## src/rtl/gsm_resp_rx_if.sv

```systemverilog
// -----------------------------------------------------------------------------
// gsm_resp_rx_if
// Groups the GSM modem receive line and the parsed-response outputs of
// gsm_resp_rx.
//   slave  : the receiver (takes gsm_rx, drives bytes and response strobes)
//   master : the environment (drives gsm_rx, observes bytes and strobes)
// Signals:
//   gsm_rx       serial line from the modem TX pin, idle high, 8N1, LSB first
//   rx_valid     one-cycle strobe, rx_byte valid
//   rx_byte      last received byte
//   resp_ok      one-cycle strobe, line "OK"
//   resp_error   one-cycle strobe, "ERROR" or "+CME ERROR:"/"+CMS ERROR:" line
//   resp_prompt  one-cycle strobe, "> " at start of line
//   resp_ring    one-cycle strobe, line "RING"
//   resp_cmti    one-cycle strobe, line starting "+CMTI:"
//   sms_index    storage index from the last +CMTI line
//   frame_err    one-cycle strobe, stop bit sampled low
//   line_ovf     one-cycle strobe, terminated line exceeded the buffer
// -----------------------------------------------------------------------------
interface gsm_resp_rx_if;
    logic       gsm_rx;
    logic       rx_valid;
    logic [7:0] rx_byte;
    logic       resp_ok;
    logic       resp_error;
    logic       resp_prompt;
    logic       resp_ring;
    logic       resp_cmti;
    logic [7:0] sms_index;
    logic       frame_err;
    logic       line_ovf;

    modport master (
        output gsm_rx,
        input  rx_valid, rx_byte, resp_ok, resp_error, resp_prompt,
        input  resp_ring, resp_cmti, sms_index, frame_err, line_ovf
    );

    modport slave (
        input  gsm_rx,
        output rx_valid, rx_byte, resp_ok, resp_error, resp_prompt,
        output resp_ring, resp_cmti, sms_index, frame_err, line_ovf
    );
endinterface

```

## src/rtl/gsm_resp_rx.sv

```systemverilog
// -----------------------------------------------------------------------------
// gsm_resp_rx
// Receive side of the GSM modem link. Deserialises the modem UART TX line
// (8N1, LSB first) and parses AT result lines into one-cycle response strobes
// so the SMS/call sequencers can pace their command streams.
//
// Parameters:
//   CLK_FREQ  system clock in Hz
//   BAUD      serial rate; one bit lasts CLK_FREQ/BAUD clocks
//   MAX_LINE  line-buffer depth in bytes (up to 255)
// Ports:
//   clk   system clock
//   rst   synchronous reset, active-high
//   bus   gsm_resp_rx_if.slave: gsm_rx in; rx_valid/rx_byte, response
//         strobes, sms_index, frame_err, line_ovf out (all registered)
// Build option:
//   GSM_CMTI_INDEX_EN  when defined, the decimal index after the last ','
//                      of a +CMTI line is captured into sms_index
//                      (saturating at 255); otherwise sms_index is 0.
// -----------------------------------------------------------------------------
module gsm_resp_rx #(
    parameter int CLK_FREQ = 50_000_000,
    parameter int BAUD     = 9600,
    parameter int MAX_LINE = 16
) (
    input  logic         clk,
    input  logic         rst,
    gsm_resp_rx_if.slave bus
);
    localparam int               BIT_CYC  = CLK_FREQ / BAUD;
    localparam int               CNT_W    = (BIT_CYC > 32'sd2) ? $clog2(BIT_CYC) : 32'sd1;
    localparam logic [CNT_W-1:0] CNT_TERM = CNT_W'(BIT_CYC - 32'sd1);
    localparam logic [CNT_W-1:0] CNT_HALF = CNT_W'(BIT_CYC / 32'sd2);
    localparam logic [CNT_W-1:0] CNT_ZERO = CNT_W'(32'd0);
    localparam logic [CNT_W-1:0] CNT_ONE  = CNT_W'(32'd1);
    localparam logic [7:0]       MAX_LEN  = 8'(MAX_LINE);
    // Only the first 11 characters ("+CME ERROR:") can decide a match, so
    // only those are kept; the length counter still tracks the full line.
    localparam int               KEEP_D   = 11;
    localparam logic [87:0]      PFX_CME  = 88'h2B434D45204552524F523A; // "+CME ERROR:"
    localparam logic [87:0]      PFX_CMS  = 88'h2B434D53204552524F523A; // "+CMS ERROR:"

    typedef enum logic [1:0] {
        ST_IDLE  = 2'd0,
        ST_START = 2'd1,
        ST_DATA  = 2'd2,
        ST_STOP  = 2'd3
    } uart_state_t;

    logic             sync1_r, sync2_r, rx_prev_r;
    uart_state_t      state_r, state_s;
    logic [CNT_W-1:0] cnt_r, cnt_s;
    logic [2:0]       bit_r, bit_s;
    logic [7:0]       shift_r, shift_s;
    logic             byte_ok_s, byte_bad_s;

    logic             rx_valid_r, frame_err_r;
    logic [7:0]       rx_byte_r;

    logic [7:0]       line_r [KEEP_D];
    logic [7:0]       len_r;
    logic             ovf_r;
    logic [87:0]      pfx_s;
    logic             m_ok_s, m_err_s, m_ring_s, m_cmti_s;
    logic             is_cr_s, is_lf_s, is_prompt_s;
    logic             term_s, prompt_s, data_s, line_clr_s, judge_s, ovf_evt_s;
    logic             resp_ok_r, resp_error_r, resp_prompt_r, resp_ring_r;
    logic             resp_cmti_r, line_ovf_r;

    // Two-flop synchroniser plus one delayed copy for start-edge detection
    always_ff @(posedge clk) begin
        if (rst) begin
            sync1_r   <= 1'b1;
            sync2_r   <= 1'b1;
            rx_prev_r <= 1'b1;
        end else begin
            sync1_r   <= bus.gsm_rx;
            sync2_r   <= sync1_r;
            rx_prev_r <= sync2_r;
        end
    end

    // UART FSM next-state, bit timing and shift logic
    always_comb begin
        state_s    = state_r;
        cnt_s      = cnt_r;
        bit_s      = bit_r;
        shift_s    = shift_r;
        byte_ok_s  = 1'b0;
        byte_bad_s = 1'b0;
        case (state_r)
            ST_IDLE: begin
                cnt_s = CNT_ZERO;
                bit_s = 3'd0;
                if (rx_prev_r && !sync2_r) begin
                    state_s = ST_START;
                end else begin
                    state_s = ST_IDLE;
                end
            end
            ST_START: begin
                // Mid-start-bit recheck rejects glitches shorter than half a bit
                if (cnt_r == CNT_HALF) begin
                    cnt_s = CNT_ZERO;
                    if (sync2_r) begin
                        state_s = ST_IDLE;
                    end else begin
                        state_s = ST_DATA;
                    end
                end else begin
                    cnt_s = cnt_r + CNT_ONE;
                end
            end
            ST_DATA: begin
                if (cnt_r == CNT_TERM) begin
                    cnt_s   = CNT_ZERO;
                    shift_s = {sync2_r, shift_r[7:1]};
                    if (bit_r == 3'd7) begin
                        bit_s   = 3'd0;
                        state_s = ST_STOP;
                    end else begin
                        bit_s = bit_r + 3'd1;
                    end
                end else begin
                    cnt_s = cnt_r + CNT_ONE;
                end
            end
            ST_STOP: begin
                if (cnt_r == CNT_TERM) begin
                    cnt_s   = CNT_ZERO;
                    state_s = ST_IDLE;
                    if (sync2_r) begin
                        byte_ok_s = 1'b1;
                    end else begin
                        byte_bad_s = 1'b1;
                    end
                end else begin
                    cnt_s = cnt_r + CNT_ONE;
                end
            end
            default: begin
                state_s = ST_IDLE;
                cnt_s   = CNT_ZERO;
                bit_s   = 3'd0;
            end
        endcase
    end

    // UART FSM state register
    always_ff @(posedge clk) begin
        if (rst) begin
            state_r <= ST_IDLE;
            cnt_r   <= CNT_ZERO;
            bit_r   <= 3'd0;
            shift_r <= 8'd0;
        end else begin
            state_r <= state_s;
            cnt_r   <= cnt_s;
            bit_r   <= bit_s;
            shift_r <= shift_s;
        end
    end

    // Byte output register: rx_byte holds until the next good frame
    always_ff @(posedge clk) begin
        if (rst) begin
            rx_valid_r  <= 1'b0;
            frame_err_r <= 1'b0;
            rx_byte_r   <= 8'd0;
        end else begin
            rx_valid_r  <= byte_ok_s;
            frame_err_r <= byte_bad_s;
            if (byte_ok_s) begin
                rx_byte_r <= shift_r;
            end
        end
    end

    // Line decode: pattern matches on the stored prefix and per-byte class
    always_comb begin
        pfx_s       = {line_r[0], line_r[1], line_r[2], line_r[3], line_r[4], line_r[5],
                       line_r[6], line_r[7], line_r[8], line_r[9], line_r[10]};
        m_ok_s      = (len_r == 8'd2) && (pfx_s[87:72] == 16'h4F4B);          // "OK"
        m_err_s     = ((len_r == 8'd5) && (pfx_s[87:48] == 40'h4552524F52))    // "ERROR"
                   || ((len_r >= 8'd11) && ((pfx_s == PFX_CME) || (pfx_s == PFX_CMS)));
        m_ring_s    = (len_r == 8'd4) && (pfx_s[87:56] == 32'h52494E47);        // "RING"
        m_cmti_s    = (len_r >= 8'd6) && (pfx_s[87:40] == 48'h2B434D54493A);    // "+CMTI:"
        is_cr_s     = (rx_byte_r == 8'h0D);
        is_lf_s     = (rx_byte_r == 8'h0A);
        // The modem sends "> " with no LF, so the space itself ends the line
        is_prompt_s = (rx_byte_r == 8'h20) && (len_r == 8'd1)
                   && (pfx_s[87:80] == 8'h3E) && !ovf_r;
        term_s      = rx_valid_r && is_lf_s;
        prompt_s    = rx_valid_r && is_prompt_s;
        data_s      = rx_valid_r && !is_cr_s && !is_lf_s && !is_prompt_s;
        line_clr_s  = frame_err_r || term_s || prompt_s;
        judge_s     = term_s && (len_r != 8'd0) && !ovf_r;
        ovf_evt_s   = term_s && (len_r != 8'd0) && ovf_r;
    end

    // Line buffer, overflow tracking and registered response strobes
    always_ff @(posedge clk) begin
        if (rst) begin
            len_r         <= 8'd0;
            ovf_r         <= 1'b0;
            resp_ok_r     <= 1'b0;
            resp_error_r  <= 1'b0;
            resp_prompt_r <= 1'b0;
            resp_ring_r   <= 1'b0;
            resp_cmti_r   <= 1'b0;
            line_ovf_r    <= 1'b0;
            for (int i = 0; i < KEEP_D; i++) begin
                line_r[i] <= 8'd0;
            end
        end else begin
            resp_ok_r     <= judge_s && m_ok_s;
            resp_error_r  <= judge_s && m_err_s;
            resp_ring_r   <= judge_s && m_ring_s;
            resp_cmti_r   <= judge_s && m_cmti_s;
            resp_prompt_r <= prompt_s;
            line_ovf_r    <= ovf_evt_s;
            if (line_clr_s) begin
                len_r <= 8'd0;
                ovf_r <= 1'b0;
            end else if (data_s) begin
                if (len_r < MAX_LEN) begin
                    for (int i = 0; i < KEEP_D; i++) begin
                        if (len_r == 8'(i)) begin
                            line_r[i] <= rx_byte_r;
                        end
                    end
                    len_r <= len_r + 8'd1;
                end else begin
                    ovf_r <= 1'b1;
                end
            end
        end
    end

`ifdef GSM_CMTI_INDEX_EN
    logic [7:0] idx_r, sms_index_r;
    logic       comma_r;

    function automatic logic [7:0] idx_step(input logic [7:0] acc, input logic [3:0] digit);
        logic [11:0] sum_s;
        sum_s = ({4'd0, acc} * 12'd10) + {8'd0, digit};
        if (sum_s > 12'd255) begin
            idx_step = 8'd255;
        end else begin
            idx_step = sum_s[7:0];
        end
    endfunction

    // Decimal index accumulator after the last comma; latched on a +CMTI line.
    // Runs on every stored-or-dropped byte so buffer overflow does not affect it.
    always_ff @(posedge clk) begin
        if (rst) begin
            idx_r       <= 8'd0;
            comma_r     <= 1'b0;
            sms_index_r <= 8'd0;
        end else begin
            if (judge_s && m_cmti_s) begin
                sms_index_r <= idx_r;
            end
            if (line_clr_s) begin
                idx_r   <= 8'd0;
                comma_r <= 1'b0;
            end else if (data_s) begin
                if (rx_byte_r == 8'h2C) begin
                    idx_r   <= 8'd0;
                    comma_r <= 1'b1;
                end else if (comma_r && (rx_byte_r >= 8'h30) && (rx_byte_r <= 8'h39)) begin
                    idx_r <= idx_step(idx_r, rx_byte_r[3:0]);
                end
            end
        end
    end

    assign bus.sms_index = sms_index_r;
`else
    assign bus.sms_index = 8'd0;
`endif

    assign bus.rx_valid    = rx_valid_r;
    assign bus.rx_byte     = rx_byte_r;
    assign bus.frame_err   = frame_err_r;
    assign bus.resp_ok     = resp_ok_r;
    assign bus.resp_error  = resp_error_r;
    assign bus.resp_prompt = resp_prompt_r;
    assign bus.resp_ring   = resp_ring_r;
    assign bus.resp_cmti   = resp_cmti_r;
    assign bus.line_ovf    = line_ovf_r;
endmodule

```

## src/flat_wrapper.sv

```systemverilog
// flat-port wrapper written by rule: the top's interface ports become plain ports
module gsm_resp_rx_flat 
#(
    parameter int CLK_FREQ = 50_000_000,
    parameter int BAUD     = 9600,
    parameter int MAX_LINE = 16
)
  (clk, rst, bus_gsm_rx, bus_rx_valid, bus_rx_byte, bus_resp_ok, bus_resp_error, bus_resp_prompt, bus_resp_ring, bus_resp_cmti, bus_sms_index, bus_frame_err, bus_line_ovf);
  gsm_resp_rx_if bus_i ();
  input  logic clk;
  input  logic rst;
  input wire logic [$bits(bus_i.gsm_rx)-1:0] bus_gsm_rx;
  output wire logic [$bits(bus_i.rx_valid)-1:0] bus_rx_valid;
  output wire logic [$bits(bus_i.rx_byte)-1:0] bus_rx_byte;
  output wire logic [$bits(bus_i.resp_ok)-1:0] bus_resp_ok;
  output wire logic [$bits(bus_i.resp_error)-1:0] bus_resp_error;
  output wire logic [$bits(bus_i.resp_prompt)-1:0] bus_resp_prompt;
  output wire logic [$bits(bus_i.resp_ring)-1:0] bus_resp_ring;
  output wire logic [$bits(bus_i.resp_cmti)-1:0] bus_resp_cmti;
  output wire logic [$bits(bus_i.sms_index)-1:0] bus_sms_index;
  output wire logic [$bits(bus_i.frame_err)-1:0] bus_frame_err;
  output wire logic [$bits(bus_i.line_ovf)-1:0] bus_line_ovf;
  assign bus_i.gsm_rx = bus_gsm_rx;
  assign bus_rx_valid = bus_i.rx_valid;
  assign bus_rx_byte = bus_i.rx_byte;
  assign bus_resp_ok = bus_i.resp_ok;
  assign bus_resp_error = bus_i.resp_error;
  assign bus_resp_prompt = bus_i.resp_prompt;
  assign bus_resp_ring = bus_i.resp_ring;
  assign bus_resp_cmti = bus_i.resp_cmti;
  assign bus_sms_index = bus_i.sms_index;
  assign bus_frame_err = bus_i.frame_err;
  assign bus_line_ovf = bus_i.line_ovf;
  gsm_resp_rx #(.CLK_FREQ(CLK_FREQ), .BAUD(BAUD), .MAX_LINE(MAX_LINE)) u_core (.clk(clk), .rst(rst), .bus(bus_i));
endmodule
```

## config.mk

```make
export PLATFORM = sky130hd
export DESIGN_NAME = gsm_resp_rx_flat
export DESIGN_NICKNAME = d
export VERILOG_FILES = /design/src/rtl/gsm_resp_rx_if.sv /design/src/rtl/gsm_resp_rx.sv /design/src/flat_wrapper.sv
export SDC_FILE = /design/constraint.sdc
export NUM_CORES = 1
export LEC_CHECK = 0
export BUFFER_PORTS_ARGS = -buffer_cell sky130_fd_sc_hd__buf_2
export CAP_MARGIN = 20
export CORE_MARGIN = 4
export CORE_UTILIZATION = 25
export CTS_CLUSTER_SIZE = 10
export DETAILED_ROUTE_END_ITERATION = 6
export HOLD_SLACK_MARGIN = 0.05
export PLACE_DENSITY = 0.45
export SLEW_MARGIN = 10
export SYNTH_ARGS = -nofsm -noshare
export SYNTH_HDL_FRONTEND = slang
export SYNTH_SLANG_ARGS = --single-unit
```

## constraint.sdc

```tcl
create_clock -name clk -period 7.16 [get_ports clk]
set_clock_uncertainty 0.2 [all_clocks]
set_input_delay 0.716 -clock clk [delete_from_list [all_inputs] [get_ports clk]]
set_output_delay 0.716 -clock clk [all_outputs]
set_load 0.1 [all_outputs]
```

Word level (Yosys, flattened, before mapping):

Memory sizes are Yosys's and may differ from the RTL's.
Cells that the tools add are included.
W data, S select, Z words.

* register bits: 54
* RAM bits: 88
* input bits: 3
* output and inout bits: 24
* word-level logic and storage cells: 207
* memories: 1

Memories
* u_core.line_r: words 11, bits a word 8, read ports 11, clocked after memory_dff 0, wr ports 11, RTL line gsm_resp_rx.sv:60 `logic [7:0] line_r [KEEP_D];`

* add/sub/neg operators: 3
* $lt $le $gt $ge: 3
* equal/unequal tests: 30
* muxes and demuxes: 96
* bitwise operators: 14
* reduce and logical (&&, ||, !) cells: 42

Operators with widths (count)
* $eq A88 B86 Y1 const B: 2
* $mux W8: 11
* $mux W1: 73
* $eq A48 B46 Y1 const B: 1
* $eq A40 B39 Y1 const B: 1
* $eq A8 B4 Y1 const B: 5
* $pmux W13 S3: 1
* $eq A32 B31 Y1 const B: 1
* $eq A8 B3 Y1 const B: 4
* $mux W13: 2
* $logic_and A1 B1 Y1: 21
* $eq A16 B15 Y1 const B: 1
* $eq A8 B2 Y1 const B: 2
* $eq A8 B6 Y1 const B: 2
* $add A13 B1 Y13 const B: 1
* $eq A13 B12 Y1 const B: 1
* $eq A13 B13 Y1 const B: 1
* $or A1 B1 Y1: 11
* $mux W2: 5
* $add A8 B1 Y8 const B: 1
* $eq A8 B1 Y1 const B: 1
* $ge A8 B3 Y1 const B: 1
* $ge A8 B4 Y1 const B: 1
* $logic_not A8 Y1: 1
* other kinds (19): 37

Longest topological paths before layout:

* depth after elaboration: 11
* mapped depth: 8
* mapped depth without buffers: 7

Least setup slack after synthesis:

No wires, ideal clock.

* path type: reg2reg
* start point: register u_core.rx_byte_r[1], in the netlist u_core.bus.rx_byte[1]
* end point: memory u_core.line_r[9][0], in the netlist u_core.line_r[0][72] (enable)
* library setup time: 0.334 ns
* arrival: 2.646 ns
* required time: 6.626 ns
* setup slack: 3.980 ns
* stages on the path, launching flop included: 8
* path buffers: 2
* cells stage by stage: dfxtp_1 and3b_1 o211ai_2 o211ai_2 buf_6 or4_4 buf_6 nand2b_1

RTL lines
* start, declared: RTL line gsm_resp_rx.sv:58 `logic [7:0] rx_byte_r;`
* start signal, assigned: RTL line gsm_resp_rx.sv:174 `rx_byte_r <= shift_r;`
* end, declared: RTL line gsm_resp_rx.sv:60

==> impl_results.md <==
- Antenna diode count: 0
- Maximum ir drop on the vdd rail: 0.000172 V
- Leakage power total: 2.61 nW
- Die Wd: 166 um
- Area share of the largest cell type after synthesis: 0.424
- Routed Antenna Nets: 0
- Wire length of the first global-routing pass: about 24000 um
- Layout fillers: 2506
- Final global-route overflow total: 0
- Delay contributed by the slowest stage of the critical path: 920 ps
- Power density normalized to cell area: 258 mW/mm^2
- DRC violation count after routing: 0
- Worst hold endpoint: u_core.sync2_r
- Max-cap violation count: 0
- Most common cell in the synthesized netlist: sky130_fd_sc_hd__nor2_1
- CP cell instances: nor4_2, nand4_1, o211ai_2, or4_1, nand2b_1
- Final count of pins violating max slew: 0
- Post-route design area: 0.00716 mm^2
- Placed inst area: roughly 0.0066 mm^2
- Number of DRC markers in iteration 0: 303
- Start of the worst register-to-register path: u_core.len_r[4]
- Setup WS pre-CTS: 3830 ps
- Final period utilization: 0.479
- Highest clock rate: 292 MHz
- Setup repair after global routing missed its margin: false
- Share of final-layout standard cells stronger than drive strength 1: 0.134
- Global-route usage over all layers: 0.113
- R2R depth: 5
- Worst hold margin: 216 ps
- DR vias/cell: 4.61
- Final HPWL DP: 10400 um
- R2r setup slk: 3730 ps
- Crit path max-delay cell type: sky130_fd_sc_hd__nor4_2
- # hold bufs at CTS: 0
- I/O pins: 27
- Antenna violations before repair: 0
- Flip-flop and latch count after synthesis: 142
- Worst slew slack as a fraction of its limit: 0.290
- Switch share: 0.207
- Tightest Pin Transition: 1060 ps
- Number of gates resized after cts: 0
- Share of flip-flops with an asynchronous set or reset: 0
- Clock Sinks: 142
- Worst-path clk slew: about 60 ps
- Detailed-routing iteration count for the pre-antenna-repair pass: 5
- Combinational Power Share: 0.024
- Internal cell power: 1.46 mW
- Gpl congestion: 0.847
- Num rows: 57
- Pin count of the biggest net entering global routing: 49
- CTS H-tree depth: 4
- Worst hold start: u_core.sync1_r
- Cell depth of the worst hold path: 1
- Number of buffers created by CTS: 17
- Share of total power in sequential cells: 0.482
- Overall power consumption: roughly 1.8 mW
- Final setup violation count: 0
- Worst setup path category: flop to flop
- Critical-path maximum fanout: 13
- Total wirelength of the detailed-routed design: 15200 um
- Number of enable-type register cells in the synthesized netlist: 88
- Shortest period the worst path allows: ~3400 ps
- Via count of the first global-routing pass: around 4200
- Floorplan die area: around 0.028 mm^2
- CTS tree: yes
- Most frequent cells after synthesis: 107 x sky130_fd_sc_hd__nor2_1, 88 x sky130_fd_sc_hd__edfxtp_1, 54 x sky130_fd_sc_hd__dfxtp_1
- Cells taking the most area after synthesis: sky130_fd_sc_hd__edfxtp_1 42%, sky130_fd_sc_hd__dfxtp_1 17%, sky130_fd_sc_hd__nor2_1 6.4%
- Mean post-synth cell area: 11.2 um^2
- Worst hold-check path type: flop to flop
- Post-synth design cell area: 0.00623 mm^2
- Clock network fraction of design power: 0.494
- Critical Path Sink Type: flop
- Root buffer cell: sky130_fd_sc_hd__clkbuf_16
- Category of the worst setup path launch point: flop
- Cell accounting for the most synthesized area: sky130_fd_sc_hd__edfxtp_1
- Total placed cells including tap cells: around 870
- Buffers added on ports: 18
- Number of hold-slack violations in the final timing report: 0
- Fin Setup TNS: 0 ps
- Yosys synthesis warning count: 0
- Die Ht: 166 um
- Capturing point of the worst reg2reg path: u_core.line_r[0][69]
- Switching power summed over all nets: ~0.38 mW
- Post-route core utilization: 0.293
- Clock Latency Late Sink: between 400 and 500 ps
- Critical path data required time: roughly 7100 ps
- Via total after detailed routing: 4145
- Arrival time at the worst endpoint: 3340 ps
- Starting density of the core: 0.255
- Area Growth Syn to Fin: 14.9%
- Count of distinct cell types in the synthesized netlist: 55
- CORE AREA: between 0.02 and 0.025 mm^2
- Top flip-flop cell by instance count after synthesis: sky130_fd_sc_hd__edfxtp_1
- Routed wire per std cell: 16.9 um
- Fin cells: 900
- Worst setup margin: around 3700 ps
- Number of nets in the layout: about 570
- Post-CTS setup buffer count: 0
- Number of buffers on the longest clock path: 2
- Outcome: finished clean
- Synthesized instance count: 558
- Sequential element share of the synthesized area: 0.597
-- registers in the layout, summed over array words and instances, names as in the netlist, 3 cells and up, named ones only --
signal,flops
u_core.line_r,88
u_core.cnt_r,13
u_core.bus.rx_byte,8
u_core.len_r,8
u_core.shift_r,8
u_core.bit_r,3
-- logic make-up after synthesis --
family	count (synthesis)	synth area share
muxes	19	0.0311
buffers and inverters	56	0.0431
AOI/OAI and AO/OA	29	0.0331
adders and majority gates	8	0.0161
DFF	142	0.597
other	1	0.000601
and+or+nand+nor	291	0.262
xor gates and xnor gates	12	0.0169
-- worst max-delay path by stage --
stage	depth (start not counted)	slack (ps)	endpoint	start
after global placement	5	3930	u_core.line_r[0][64]	u_core.len_r[4]
after CTS	5	3800	u_core.line_r[0][35]	u_core.len_r[4]
final	5	3730	u_core.line_r[0][69]	u_core.len_r[4]
after detailed placement	5	3830	u_core.line_r[0][38]	u_core.len_r[4]
after global routing	5	3490	u_core.line_r[0][52]	u_core.len_r[4]
after floorplan	7	3980	u_core.line_r[0][72]	u_core.bus.rx_byte[1]
-- metal layers --
metal / GRT usage / part of all wire / routed length, um / vias to the layer above
met4: 0.0330 / 0.012 / 184 / 0
met1: 0.153 / 0.47 / 7150 / 2039
met5: 0 / 0 / 0 / -
li1: - / - / - / 1982
met3: 0.0286 / 0.053 / 803 / 15
met2: 0.180 / 0.47 / 7110 / 109
-- layout make-up --
class	instances	area (um^2)	share of cell area
Clock buffer	21	472	0.0659
Inverter	17	63.8	0.00891
Sequential cell	142	3720	0.520
Tap cell	324	405	0.0566
Multi-Input combinational cell	367	2270	0.317
Clock inverter	11	138	0.0192
Timing Repair Buffer	18	90.1	0.0126
-- cell usage in the layout, fill, tap and decap left out, drive strengths merged, types with 7 or more instances in the layout --
cell,instances
buf,18
conb,8
clkinv,7
nor4bb,9
nand4,18
nor4b,14
inv,18
nand2,12
mux2i,16
nor3,9
xnor2,7
nand3,18
nor2b,7
nor2,123
or4,7
and3,9
clkbuf,21
ha,8
dfxtp,54
nor4,8
edfxtp,88
nand2b,26
-- worst max-delay path: cells and delay by family (launching register included) --
kind | cells | cell delay, ps
and+or+nand+nor | 4 | 1950
AOI/OAI and AO/OA | 1 | 630
DFF | 1 | 320
-- power by group through the flow --
stage | Combinational, mW | Sequential (mW) | Clock (mW)
6_report | 0.0445 | 0.889 | 0.912
5_1_grt | 0.0475 | 0.890 | 0.968
4_1_cts | 0.0448 | 0.889 | 0.927
3_5_place_dp | 0.0447 | 0.906 | 0
3_3_place_gp | 0.0438 | 0.906 | 0
2_1_floorplan | 0.0422 | 0.902 | 0
No activity file was read; power rests on OpenSTA's default activity.
